===== config.mk =====
export PLATFORM = sky130hd
export DESIGN_NAME = scu_control_unit
export DESIGN_NICKNAME = d
export VERILOG_FILES = /design/src/rtl/scu_control_unit_pkg.sv /design/src/rtl/scu_wait_timer.sv /design/src/rtl/scu_control_unit.sv
export SDC_FILE = /design/constraint.sdc
export NUM_CORES = 1
export LEC_CHECK = 0
export CORE_UTILIZATION = 30
export DETAILED_ROUTE_END_ITERATION = 10
export DONT_BUFFER_PORTS = 1
export GPL_TIMING_DRIVEN = 0
export PLACE_DENSITY = 0.41
export RECOVER_POWER = 25
export SLEW_MARGIN = 20
export SYNTH_ARGS = -nofsm -noshare
export SYNTH_HDL_FRONTEND = slang
export SYNTH_SLANG_ARGS = --single-unit

===== constraint.sdc =====
create_clock -name clk -period 5.1 [get_ports clk]
set_clock_uncertainty 0.05 [all_clocks]
set_input_delay 0.51 -clock clk [delete_from_list [all_inputs] [get_ports clk]]
set_output_delay 0.51 -clock clk [all_outputs]
set_load 0.02 [all_outputs]

===== src/rtl/scu_control_unit_pkg.sv =====
// rtl/scu_control_unit_pkg.sv - opcode, ALU, PC-source encodings, FSM states and decode helpers for the SCU control unit
package scu_control_unit_pkg;

    // Instruction opcodes, field [31:28]
    localparam logic [3:0] OP_NOP  = 4'b0000;
    localparam logic [3:0] OP_ST   = 4'b0011;
    localparam logic [3:0] OP_ADD  = 4'b0100;
    localparam logic [3:0] OP_INC  = 4'b0101;
    localparam logic [3:0] OP_NEG  = 4'b0110;
    localparam logic [3:0] OP_SUB  = 4'b0111;
    localparam logic [3:0] OP_J    = 4'b1000;
    localparam logic [3:0] OP_BRZ  = 4'b1001;
    localparam logic [3:0] OP_JM   = 4'b1010;
    localparam logic [3:0] OP_BRN  = 4'b1011;
    localparam logic [3:0] OP_LD   = 4'b1110;
    localparam logic [3:0] OP_SVPC = 4'b1111;

    // ALU operation select
    localparam logic [2:0] ALU_ADD  = 3'b100;
    localparam logic [2:0] ALU_INC  = 3'b010;
    localparam logic [2:0] ALU_NEG  = 3'b001;
    localparam logic [2:0] ALU_SUB  = 3'b000;
    localparam logic [2:0] ALU_PASS = 3'b111;

    // PC source select
    localparam logic [1:0] PC_SEQ = 2'b00;
    localparam logic [1:0] PC_RS  = 2'b01;
    localparam logic [1:0] PC_MEM = 2'b10;

    typedef enum logic [2:0] {
        ST_IDLE   = 3'd0,
        ST_DECODE = 3'd1,
        ST_EXEC   = 3'd2,
        ST_WB     = 3'd3,
        ST_MEM    = 3'd4,
        ST_BR     = 3'd5
    } state_e;

    // Opcodes 0001, 0010, 1100 and 1101 are unassigned
    function automatic logic op_is_legal(input logic [3:0] op);
        case (op)
            OP_NOP, OP_ST, OP_ADD, OP_INC, OP_NEG, OP_SUB,
            OP_J, OP_BRZ, OP_JM, OP_BRN, OP_LD, OP_SVPC: return 1'b1;
            default:                                    return 1'b0;
        endcase
    endfunction

    function automatic logic op_is_branch(input logic [3:0] op);
        return (op == OP_J) || (op == OP_BRZ) || (op == OP_BRN);
    endfunction

    function automatic logic op_is_mem(input logic [3:0] op);
        return (op == OP_LD) || (op == OP_ST) || (op == OP_JM);
    endfunction

    // Only these four instructions update the Z/N flags at write-back
    function automatic logic op_is_arith(input logic [3:0] op);
        return (op == OP_ADD) || (op == OP_INC) || (op == OP_NEG) || (op == OP_SUB);
    endfunction

    // SVPC uses the adder on the PC/imm operand; memory ops pass the address through
    function automatic logic [2:0] alu_code(input logic [3:0] op);
        case (op)
            OP_ADD, OP_SVPC: return ALU_ADD;
            OP_INC:          return ALU_INC;
            OP_NEG:          return ALU_NEG;
            OP_SUB:          return ALU_SUB;
            default:         return ALU_PASS;
        endcase
    endfunction

    function automatic logic branch_taken(input logic [3:0] op, input logic z, input logic n);
        return (op == OP_J) || ((op == OP_BRZ) && z) || ((op == OP_BRN) && n);
    endfunction

endpackage


===== src/rtl/scu_wait_timer.sv =====
// rtl/scu_wait_timer.sv - 8-bit wait counter that flags expiry on its TIMEOUT-1 count
module scu_wait_timer #(
    parameter int TIMEOUT = 16
) (
    input  logic clk,
    input  logic rst_n_i,
    input  logic clr_i,
    input  logic en_i,
    output logic expire_o
);

    localparam logic [7:0] LAST = 8'(TIMEOUT - 1);

    logic [7:0] cnt_q;

    // Count enabled cycles from zero, holding at the last value until cleared
    always_ff @(posedge clk) begin
        if (!rst_n_i || clr_i) begin
            cnt_q <= 8'd0;
        end else if (en_i && (cnt_q != LAST)) begin
            cnt_q <= cnt_q + 8'd1;
        end
    end

    assign expire_o = en_i && (cnt_q == LAST);

endmodule


===== src/rtl/scu_control_unit.sv =====
// rtl/scu_control_unit.sv - multi-cycle SCU decode/sequence FSM driving ALU, register file, memory and PC mux
module scu_control_unit #(
    parameter int MEM_TIMEOUT = 16
) (
    input  logic        clk,
    input  logic        in_rst_n,
    input  logic [31:0] in_instr,
    input  logic        in_instr_valid,
    output logic        out_instr_ready,
    input  logic        in_alu_zero,
    input  logic        in_alu_neg,
    output logic [2:0]  out_ctrl_aluop,
    output logic [5:0]  out_rd,
    output logic [5:0]  out_rs,
    output logic [5:0]  out_rt,
    output logic        out_ctrl_regwrite,
    output logic        out_ctrl_memtoreg,
    output logic        out_ctrl_svpc,
    output logic        out_mem_req,
    output logic        out_mem_we,
    input  logic        in_mem_ack,
    output logic [1:0]  out_ctrl_pcsrc,
    output logic        out_err
);

    import scu_control_unit_pkg::*;

    state_e      state_q, state_d;
    logic [3:0]  op_q, op_d;
    logic [5:0]  rd_q, rd_d;
    logic [5:0]  rs_q, rs_d;
    logic [5:0]  rt_q, rt_d;
    logic        flag_z_q, flag_z_d;
    logic        flag_n_q, flag_n_d;

    logic        ready_q, ready_d;
    logic [2:0]  aluop_q, aluop_d;
    logic        svpc_q, svpc_d;
    logic        wb_write_q, wb_write_d;
    logic        mem_req_q, mem_req_d;
    logic        mem_we_q, mem_we_d;
    logic [1:0]  pcsrc_q, pcsrc_d;
    logic        dec_err_q, dec_err_d;

    logic        timer_expire;
    logic        mem_done;
    logic        mem_timeout;
    logic        unused_instr_bits;

    // The immediate/low field is not needed by the control path
    assign unused_instr_bits = ^in_instr[9:0];

    scu_wait_timer #(
        .TIMEOUT (MEM_TIMEOUT)
    ) u_mem_timer (
        .clk      (clk),
        .rst_n_i  (in_rst_n),
        .clr_i    (state_q != ST_MEM),
        .en_i     (state_q == ST_MEM),
        .expire_o (timer_expire)
    );

    // Memory completion and timeout are seen in the same cycle as the ack/expiry;
    // a reset in that cycle suppresses them so no write or jump escapes
    assign mem_done    = in_rst_n && (state_q == ST_MEM) && in_mem_ack;
    assign mem_timeout = in_rst_n && (state_q == ST_MEM) && !in_mem_ack && timer_expire;

    // Next state, instruction latch and flag update
    always_comb begin
        state_d  = state_q;
        op_d     = op_q;
        rd_d     = rd_q;
        rs_d     = rs_q;
        rt_d     = rt_q;
        flag_z_d = flag_z_q;
        flag_n_d = flag_n_q;
        case (state_q)
            ST_IDLE: begin
                if (in_instr_valid) begin
                    op_d    = in_instr[31:28];
                    rd_d    = in_instr[27:22];
                    rs_d    = in_instr[21:16];
                    rt_d    = in_instr[15:10];
                    state_d = ST_DECODE;
                end
            end
            ST_DECODE: begin
                if ((op_q == OP_NOP) || !op_is_legal(op_q)) begin
                    state_d = ST_IDLE;
                end else if (op_is_branch(op_q)) begin
                    state_d = ST_BR;
                end else begin
                    state_d = ST_EXEC;
                end
            end
            ST_EXEC: begin
                state_d = op_is_mem(op_q) ? ST_MEM : ST_WB;
            end
            ST_WB: begin
                state_d = ST_IDLE;
                if (op_is_arith(op_q)) begin
                    flag_z_d = in_alu_zero;
                    flag_n_d = in_alu_neg;
                end
            end
            ST_MEM: begin
                if (in_mem_ack || timer_expire) begin
                    state_d = ST_IDLE;
                end
            end
            ST_BR: begin
                state_d = ST_IDLE;
            end
            default: begin
                state_d = ST_IDLE;
            end
        endcase
    end

    // Moore outputs for the state being entered, registered alongside it
    always_comb begin
        ready_d    = (state_d == ST_IDLE);
        dec_err_d  = (state_d == ST_DECODE) && !op_is_legal(op_d);
        aluop_d    = (state_d == ST_EXEC) ? alu_code(op_d) : ALU_PASS;
        svpc_d     = (state_d == ST_EXEC) && (op_d == OP_SVPC);
        wb_write_d = (state_d == ST_WB);
        mem_req_d  = (state_d == ST_MEM);
        mem_we_d   = (state_d == ST_MEM) && (op_d == OP_ST);
        pcsrc_d    = ((state_d == ST_BR) && branch_taken(op_d, flag_z_d, flag_n_d)) ? PC_RS : PC_SEQ;
    end

    // State, latched instruction, flags and registered outputs
    always_ff @(posedge clk) begin
        if (!in_rst_n) begin
            state_q    <= ST_IDLE;
            op_q       <= OP_NOP;
            rd_q       <= 6'd0;
            rs_q       <= 6'd0;
            rt_q       <= 6'd0;
            flag_z_q   <= 1'b0;
            flag_n_q   <= 1'b0;
            ready_q    <= 1'b1;
            dec_err_q  <= 1'b0;
            aluop_q    <= ALU_PASS;
            svpc_q     <= 1'b0;
            wb_write_q <= 1'b0;
            mem_req_q  <= 1'b0;
            mem_we_q   <= 1'b0;
            pcsrc_q    <= PC_SEQ;
        end else begin
            state_q    <= state_d;
            op_q       <= op_d;
            rd_q       <= rd_d;
            rs_q       <= rs_d;
            rt_q       <= rt_d;
            flag_z_q   <= flag_z_d;
            flag_n_q   <= flag_n_d;
            ready_q    <= ready_d;
            dec_err_q  <= dec_err_d;
            aluop_q    <= aluop_d;
            svpc_q     <= svpc_d;
            wb_write_q <= wb_write_d;
            mem_req_q  <= mem_req_d;
            mem_we_q   <= mem_we_d;
            pcsrc_q    <= pcsrc_d;
        end
    end

    assign out_instr_ready   = ready_q;
    assign out_ctrl_aluop    = aluop_q;
    assign out_ctrl_svpc     = svpc_q;
    assign out_rd            = rd_q;
    assign out_rs            = rs_q;
    assign out_rt            = rt_q;
    assign out_mem_req       = mem_req_q;
    assign out_mem_we        = mem_we_q;
    assign out_ctrl_regwrite = in_rst_n && (wb_write_q || (mem_done && (op_q == OP_LD)));
    assign out_ctrl_memtoreg = mem_done && (op_q == OP_LD);
    assign out_ctrl_pcsrc    = !in_rst_n ? PC_SEQ :
                               (mem_done && (op_q == OP_JM)) ? PC_MEM : pcsrc_q;
    assign out_err           = (in_rst_n && dec_err_q) || mem_timeout;

endmodule

==> impl_results.md, run 1 <==
* Fin Hold WS at approximately 0.28 ns
* Site Rows at 29
* Post-synth top area share at roughly 45%
* Max VDD drop at between 0.15 and 0.2 mV
* Hpwl dp at roughly 3700 um
* Final hold violations at 0
* Final nets at around 290
* Post-synthesis xor/xnor area fraction at roughly 3.4%
* CTS tree: done
* Synth area leaders: dfxtp_1 (45%), a21boi_0 (7.7%), nand2_1 (7.5%), nor2_1 (3.8%), ha_1 (3.0%)
* Mux share of post-synthesis cell area at about 3%
* Synth cell types at 45
* First-pass GRT wire length at roughly 7800 um
* Total placed instance area at between 2000 and 2500 um2
* Commonest cells after routing, fill and taps aside: dfxtp_1 (46), nand2_1 (41), nor2_1 (21), a21boi_0 (21)
* Hold Buf Count CTS at 0
* Fillers at 701
* Final Setup Violations at 0
* Finished Core Util at 34.9%
* Final cell count without fillers at between 300 and 400
* Measured slew at the worst slew-check pin at roughly 0.72 ns
* WL per Instance at 15.6 um
* Initial Util at between 30% and 40%
* Status: complete, but fails checks
* Gate Count Post-Synth at roughly 240
* Synthesized flop and latch total at 46
* Critical path required time at around 4.5 ns
* Sequential-to-total area share from yosys stat at between 40% and 50%
* Total GRT Usage at between 10 and 15%
* Final ANT Viol Nets at 0
* Antenna violations before repair at 0
* P&R area growth vs syn at 10.1%
* Synth Area in Simple Gates at roughly a quarter
* Clk Tree Root Cell: clkbuf_8
* Share of cells above drive strength 1 at 6.53%
* Area leader, netlist: dfxtp_1
* Via/cell ratio at ~5.0
* Grt ovf at 0
* Max Freq at between 0.3 and 0.4 GHz
* Final period util at 49.9%
* Postcts setup bufs at 0
* Hold Crit Class: input port to flip-flop
* Htree depth at 2
* Crit path DAT at just under 2 ns
* Synthesized Nets at 280
* Highest net fanout along the worst path at 10
* PD cells at around 350 nW/um2
* Port Buffer Count at 0
* Commonest non-fill, non-tap cell in the layout: dfxtp_1
* Diode count at 0
* Number of global-route vias before repair at ~1500
* Dpl cells at 314
* Type of the worst setup path: flip-flop to primary output
* Iteration-0 DRC Markers at slightly below 80
* Clock buffer depth at 2
* Complex-gate fraction of the synthesized area at between 15 and 20%
* Final slew viol count at 0
* Leakage at 0.874 nW
* Largest net degree at the start of global routing at 16
* Startpoint type of the worst setup path: flip-flop
* Clock Pin Slew Worst Setup and Hold Paths at around 0.090 ns
* Clock Latency Late Sink at 0.30 ns
* Post-CTS sizing at 0
* Die width at roughly 85 um
* Largest family of logic cells by synthesized area: simple AND/OR/NAND/NOR gates
* Clock Sink Count at 46
* Die Span Y at roughly 85 um
* Mapped Area at around 2100 um2
* Max-slew headroom at between 50% and 60%
* Die area at around 7200 um2
* GP Congestion at roughly 0.72
* Setup TNS at 0 ns
* Min cycle time layout at 2.54 ns
* Avg Inst Size Synth at 8.70 um2
* Top Ports at 68
* DR pass1 iterations at 9
* Dpl ws at 2.57 ns
* Routed vias at roughly 1600
* Setup ws final at about 2.6 ns
* Adder-cell share of the synthesized area at 3.04%
* Overall Power at a little under 800 uW
* Critical Path End Type: primary output
* Max cap viols at 0
* Cts bufs inserted at 5
* RSZ-0062 raised after global routing: no
* Residual DRC at 4
* Core area at around 6500 um2
* Fin area at 2270 um2
* Routed WL at 5040 um
* Failing checks: design-rule violations
* Total number of yosys warnings at 0
## critical path: stages (launching register included)
cell	delay [ns]
dfxtp_1	0.45
nor3b_1	0.30
nand2_1	0.30
nor3_1	0.64
## cell families (layout without fill, tap and decap cells)
family | Yosys count | count (layout)
buffers and inverters | 21 | 29
adders and majority gates | 5 | 5
DFF | 46 | 46
muxes | 6 | 6
xor gates and xnor gates | 8 | 8
AOI/OAI and AO/OA | 44 | 44
and+or+nand+nor | 107 | 107
## layer usage
layer	GRT usage (%)	vias to the layer above	part of all wire, %
li1	-	829	-
met1	17.8	750	47
met2	22.6	35	46
met3	3.99	4	5.1
met4	4.62	0	1.1
met5	0	-	0
## synthesized netlist by cell type, drive strengths merged
| cell type | number |
|---|---|
| dfxtp | 46 |
| nand2 | 41 |
| a21boi | 21 |
| nor2 | 21 |
| clkbuf | 9 |
| inv | 9 |
| nand3 | 9 |
| a21oi | 6 |
| xor2 | 6 |
| ha | 5 |
| mux2i | 5 |
| nor2b | 5 |
| o21ai | 4 |
| a211oi | 3 |
| and2 | 3 |
| and3 | 3 |
| buf | 3 |
| nor3b | 3 |
| or3 | 3 |
| and4bb | 2 |
| nand3b | 2 |
| nand4 | 2 |
| nor3 | 2 |
| nor4 | 2 |
| o221a | 2 |
| o41ai | 2 |
| or4 | 2 |
| xnor2 | 2 |
| a21o | 1 |
| a311oi | 1 |
| a31oi | 1 |
| and3b | 1 |
| and4 | 1 |
| mux2 | 1 |
| nand4b | 1 |
| nand4bb | 1 |
| nor4b | 1 |
| o211ai | 1 |
| o21a | 1 |
| o31ai | 1 |
| or3b | 1 |
| or4b | 1 |
## worst paths after layout
path                     start                 to  slack (ns)  cells after the start
setup reg to reg    state_q[2]  out_ctrl_aluop[0]        2.64                      8
setup / recovery    state_q[2]  out_ctrl_pcsrc[1]        2.56                      3
hold / removal    in_instr[17]          out_rs[1]        0.28                      2
hold reg to reg       flag_n_q           flag_n_q        0.47                      2
## state kept, by name, indices dropped and copies added (netlist names), 3 cells and up, named ones only
signal,flops
out_rs,6
state_q,3
out_ctrl_aluop,3
out_rt,6
u_mem_timer.cnt_q,8
out_rd,6
op_q,4
## layout make-up
| class | instances | area, um2 | area share [%] |
|---|---|---|---|
| inverter | 9 | 33.8 | 1.49 |
| buffer | 12 | 48.8 | 2.15 |
| multi-input combinational | 170 | 1060 | 46.6 |
| tap | 77 | 96.3 | 4.24 |
| sequential | 46 | 921 | 40.6 |
| clock buffer | 5 | 68.8 | 3.03 |
| clock inverter | 3 | 43.8 | 1.93 |
## power breakdown
group / internal, mW / switching [mW] / leakage (nW)
Clock: 0.147 / 0.134 / 0.0585
Sequential: 0.378 / 0.0289 / 0.375
Combinational: 0.0375 / 0.0609 / 0.440
Note: power is estimated with default switching activity, not from simulation.
==> inputs of run 2 (changes only) <==
Settings changed: PLACE_DENSITY 0.41 to 0.42.
Clock period 5.1 ns to 2.1 ns, I/O delays scaled along.
==> impl_results.md, run 2 (same netlist as run 1, synthesis figures left out) <==
* Status: complete, but fails checks
* Failing checks: design-rule violations
* Top Ports at about 70
* Clock Sink Count at 46
* Startpoint type of the worst setup path: flip-flop
* Final nets at 306
* Final Setup Violations at 0
* Die Span Y at around 85 um
* Number of global-route vias before repair at 1587
* Die width at 84.9 um
* Largest net degree at the start of global routing at 15
* Core area at roughly 6500 um2
* Final period util at just under 100%
* First-pass GRT wire length at approximately 8300 um
* Clk Tree Root Cell: clkbuf_8
* Total placed instance area at 2180 um2
* Hold Crit Class: input port to flip-flop
* Max Freq at ~0.49 GHz
* Clock Latency Late Sink at ~0.30 ns
* Routed vias at approximately 1700
* Switch share at between 20% and 30%
* Grt ovf at 0
* Share of cells above drive strength 1 at between 15 and 20%
* Hpwl dp at 3590 um
* Setup ws final at approximately 0.043 ns
* Htree depth at 2
* Antenna violations before repair at 0
* Port Buffer Count at 0
* Iteration-0 DRC Markers at between 100 and 150
* Dpl ws at -0.157 ns
* PD cells at ~820 nW/um2
* Final slew viol count at 0
* Site Rows at 29
* Clock Pin Slew Worst Setup and Hold Paths at roughly 0.09 ns
* Commonest non-fill, non-tap cell in the layout: dfxtp_1
* Largest reg by FF count: u_mem_timer.cnt_q
* Total GRT Usage at ~15%
* Commonest cells after routing, fill and taps aside: dfxtp_1 (42), nand2_1 (41), a21boi_0 (21)
* Max-slew headroom at 63.1%
* Overall Power at 2.13 mW
* Residual DRC at 6
* Die area at between 7000 and 8000 um2
* Sw power at approximately 560 uW
* Routed WL at between 5000 and 6000 um
* P&R area growth vs syn at 26.6%
* Measured slew at the worst slew-check pin at roughly 0.55 ns
* Max cap viols at 0
* RSZ-0062 raised after global routing: yes
* Fin area at around 2600 um2
* CTS tree: done
* Crit path DAT at approximately 2.3 ns
* DR pass1 iterations at 8
* Cts bufs inserted at 5
* Final hold violations at 0
* Logic gate share of total power at approximately 15%
* Share of power burned in registers at between 40 and 50%
* Max VDD drop at roughly 0.55 mV
* Clock buffer depth at 2
* Max reg flops at 8
* Diode count at 0
* Initial Util at 31.7%
* WL per Instance at 15.5 um
* Cell Int Power at around 1.6 mW
* Highest net fanout along the worst path at 7
* Leakage at just under 1 nW
* Critical Path End Type: flip-flop
* Via/cell ratio at between 5 and 6
* Final ANT Viol Nets at 0
* Clock power share at a little under two fifths
* Critical path required time at between 2 and 2.5 ns
* GP Congestion at about 0.72
* Type of the worst setup path: flip-flop to flip-flop
* Min cycle time layout at 2.06 ns
## run 2: final cells by class
cell class / count / area (um2)
fill: 662 / 3890
multi-input combinational: 170 / 1160
sequential: 46 / 931
timing repair buffer: 21 / 195
tap: 77 / 96.3
clock buffer: 6 / 82.6
clock inverter: 2 / 60.1
buffer: 10 / 47.5
inverter: 9 / 33.8
## run 2: power by group through the flow
stage	logic, mW	registers (mW)	clock network, mW
3_5_place_dp	0.253	1.01	0
6_report	0.313	1.00	0.819
5_1_grt	0.349	1.01	0.884
3_3_place_gp	0.253	1.01	0
2_1_floorplan	0.194	1.00	0
4_1_cts	0.305	0.990	0.846
## run 2: critical path: stages, from the launching register on
cell	delay [ns]
dfxtp_4	0.38
nor4b_4	0.30
buf_6	0.17
mux2i_4	0.26
inv_2	0.08
ha_4	0.16
or3_1	0.36
a21o_1	0.17
nand3_1	0.08
## run 2: final timing paths
kind | startpoint | endpoint | slack (ns) | cells after the start
max | state_q[0] | out_ctrl_aluop[1] | 0.04 | 8
min | in_instr[19] | out_rs[3] | 0.01 | 2
min reg2reg | flag_n_q | flag_n_q | 0.46 | 2
max reg2reg | state_q[0] | out_ctrl_aluop[1] | 0.04 | 8
## run 2: stage by stage
| stage | utilization, % | hold slack [ns] | TNS (ns) | std cells |
|---|---|---|---|---|
| after floorplan | - | 0.305 | 0 | 237 |
| after global placement | 33.5 | 0.308 | -0.507 | 314 |
| after detailed placement | 33.5 | 0.316 | -0.414 | 314 |
| after CTS | 39.1 | 0.00106 | 0 | 341 |
| after global routing | 40.2 | 0.0151 | -0.145 | 341 |
| final | 40.2 | 0.0131 | 0 | 341 |
## run 2: timing repair
| action | 4_1_cts | 5_1_grt |
|---|---|---|
| endpoints found under the setup margin | 8 | 10 |
| endpoints found under the hold margin | 14 | 1 |
| hold buffers | 14 | 1 |
| pin swaps | 0 | 7 |
| buffers inserted | 5 | 1 |
| gates resized for setup | 13 | 14 |
## run 2: routing by layer
layer	up-vias	wire, um	GRT usage [%]
met5	-	0	0
met4	0	49	5.39
met3	5	415	5.16
met2	54	2420	24.1
met1	797	2400	19.0
li1	864	-	-
==> inputs of run 3 (changes only) <==
Settings changed: SKIP_CTS_REPAIR_TIMING set to 1.
==> impl_results.md, run 3 (same netlist as run 1, synthesis figures left out) <==
* DR pass1 iterations at 8
* Worst stage delay on the critical path at between 0.3 and 0.4 ns
* Max reg flops at 8
* Setup ws final at -0.0157 ns
* Routed WL at roughly 5100 um
* Startpoint type of the worst setup path: flip-flop
* Largest net degree at the start of global routing at 15
* Status: complete, but fails checks
* Leakage at approximately 0.96 nW
* Initial Util at 31.7%
* Fillers at ~670
* Clock buffer depth at 2
* Top Ports at 68
* Measured slew at the worst slew-check pin at 0.524 ns
* Port Buffer Count at 0
* CP bufs+invs at 2
* Diode count at 0
* Final period util at 101%
* Max cap viols at 0
* Crit path DAT at 2.31 ns
* Share of cells above drive strength 1 at ~16%
* Clock power share at 38.7%
* Critical path cell sequence: nor4b_4 -> buf_6 -> mux2i_4 -> inv_2 -> ha_4 -> or3_1 -> a21o_1 -> nand3_1
* Cell Int Power at 1.57 mW
* Hold Crit Class: input port to flip-flop
* Fin Hold WS at 0.000696 ns
* Total GRT Usage at around 14%
* P&R area growth vs syn at 24.6%
* Failing checks: design-rule violations, negative setup slack
* Hpwl dp at 3590 um
* PD cells at 827 nW/um2
* Clock Pin Slew Worst Setup and Hold Paths at roughly 0.090 ns
* Critical Path End Type: flip-flop
* Final slew viol count at 0
* Commonest non-fill, non-tap cell in the layout: dfxtp_1
* Grt ovf at 0
* GP Congestion at 0.725
* Final ANT Viol Nets at 0
* Max Freq at ~0.47 GHz
* Min cycle time layout at 2.12 ns
* Crit-path slowest cell: dfxtp_4
* Cts bufs inserted at 5
* Core area at 6490 um2
* Crit path launch: state_q[2]
* Type of the worst setup path: flip-flop to flip-flop
* Sw power at 555 uW
* Via/cell ratio at roughly 5
* Clk Tree Root Cell: clkbuf_8
* Switch share at 26.1%
* Die Span Y at around 85 um
* RSZ-0062 raised after global routing: yes
* Delay-heaviest family, CP: simple AND/OR/NAND/NOR gates
* Max-slew headroom at around 65%
* Number of global-route vias before repair at approximately 1500
* Max VDD drop at about 0.55 mV
* Share of power burned in registers at between 40% and 50%
* Die area at between 7000 and 8000 um2
* Iteration-0 DRC Markers at 100
* Reg2reg start: state_q[2]
* Final nets at 299
* HP Start: in_instr[18]
* Final Setup Violations at 2
* CTS tree: done
* Final hold violations at 0
* Logic gate share of total power at 14.3%
* WL per Instance at 15.3 um
* Critical path required time at between 2 and 2.5 ns
* Overall Power at 2.12 mW
* Site Rows at 29
* First-pass GRT wire length at slightly below 8000 um
* Clock Sink Count at 46
* Commonest cells after routing, fill and taps aside: dfxtp_1 (43), nand2_1 (41), a21boi_0 (21)
* Routed vias at between 1500 and 2000
* Residual DRC at 6
* Antenna violations before repair at 0
* Die width at between 80 and 90 um
* Highest net fanout along the worst path at 8
* Clock Latency Late Sink at around 0.30 ns
* Largest reg by FF count: u_mem_timer.cnt_q
* Htree depth at 2
## run 3: power groups by stage
stage | clock (mW) | sequential, mW | combinational [mW]
6_report | 0.820 | 0.998 | 0.304
5_1_grt | 0.884 | 1.01 | 0.341
4_1_cts | 0.846 | 0.990 | 0.254
3_5_place_dp | 0 | 1.01 | 0.253
3_3_place_gp | 0 | 1.01 | 0.253
2_1_floorplan | 0 | 1.00 | 0.194
## run 3: path summary, 6_finish.rpt
check | to | slack (ns) | cells past startpoint
min | out_rs[2] | 0.0007 | 2
max | out_ctrl_aluop[1] | -0.02 | 8
max reg2reg | out_ctrl_aluop[1] | -0.02 | 8
min reg2reg | flag_n_q | 0.46 | 2
## run 3: layout make-up
type / instances / area [um2] / area share, %
plain buffers: 10 / 53.8 / 2.10
clock buffers: 6 / 82.6 / 3.22
clock inverters: 2 / 60.1 / 2.34
inverters: 9 / 33.8 / 1.32
multi-input cells: 170 / 1170 / 45.6
flip-flops and latches: 46 / 932 / 36.3
well taps: 77 / 96.3 / 3.75
repair buffers: 14 / 138 / 5.36
## run 3: stage by stage
stage / worst slack [ns] / std cells / TNS, ns / cell area (um2) / util, %
after floorplan: 0.00376 / 237 / 0 / 2080 / -
after global placement: -0.186 / 314 / -0.507 / 2180 / 33.5
after detailed placement: -0.157 / 314 / -0.414 / 2180 / 33.5
after CTS: -0.205 / 322 / -1.06 / 2320 / 35.7
after global routing: -0.0906 / 334 / -0.397 / 2570 / 39.5
final: -0.0157 / 334 / -0.0269 / 2570 / 39.5
## run 3: per-layer routing
metal  global-route usage (%)  part of all wire, %  up-vias
met3                     5.35                  8.0        2
met4                     5.08                 0.61        0
li1                         -                    -      853
met1                     18.6                   46      764
met2                     21.4                   45       48
met5                        0                    0        -
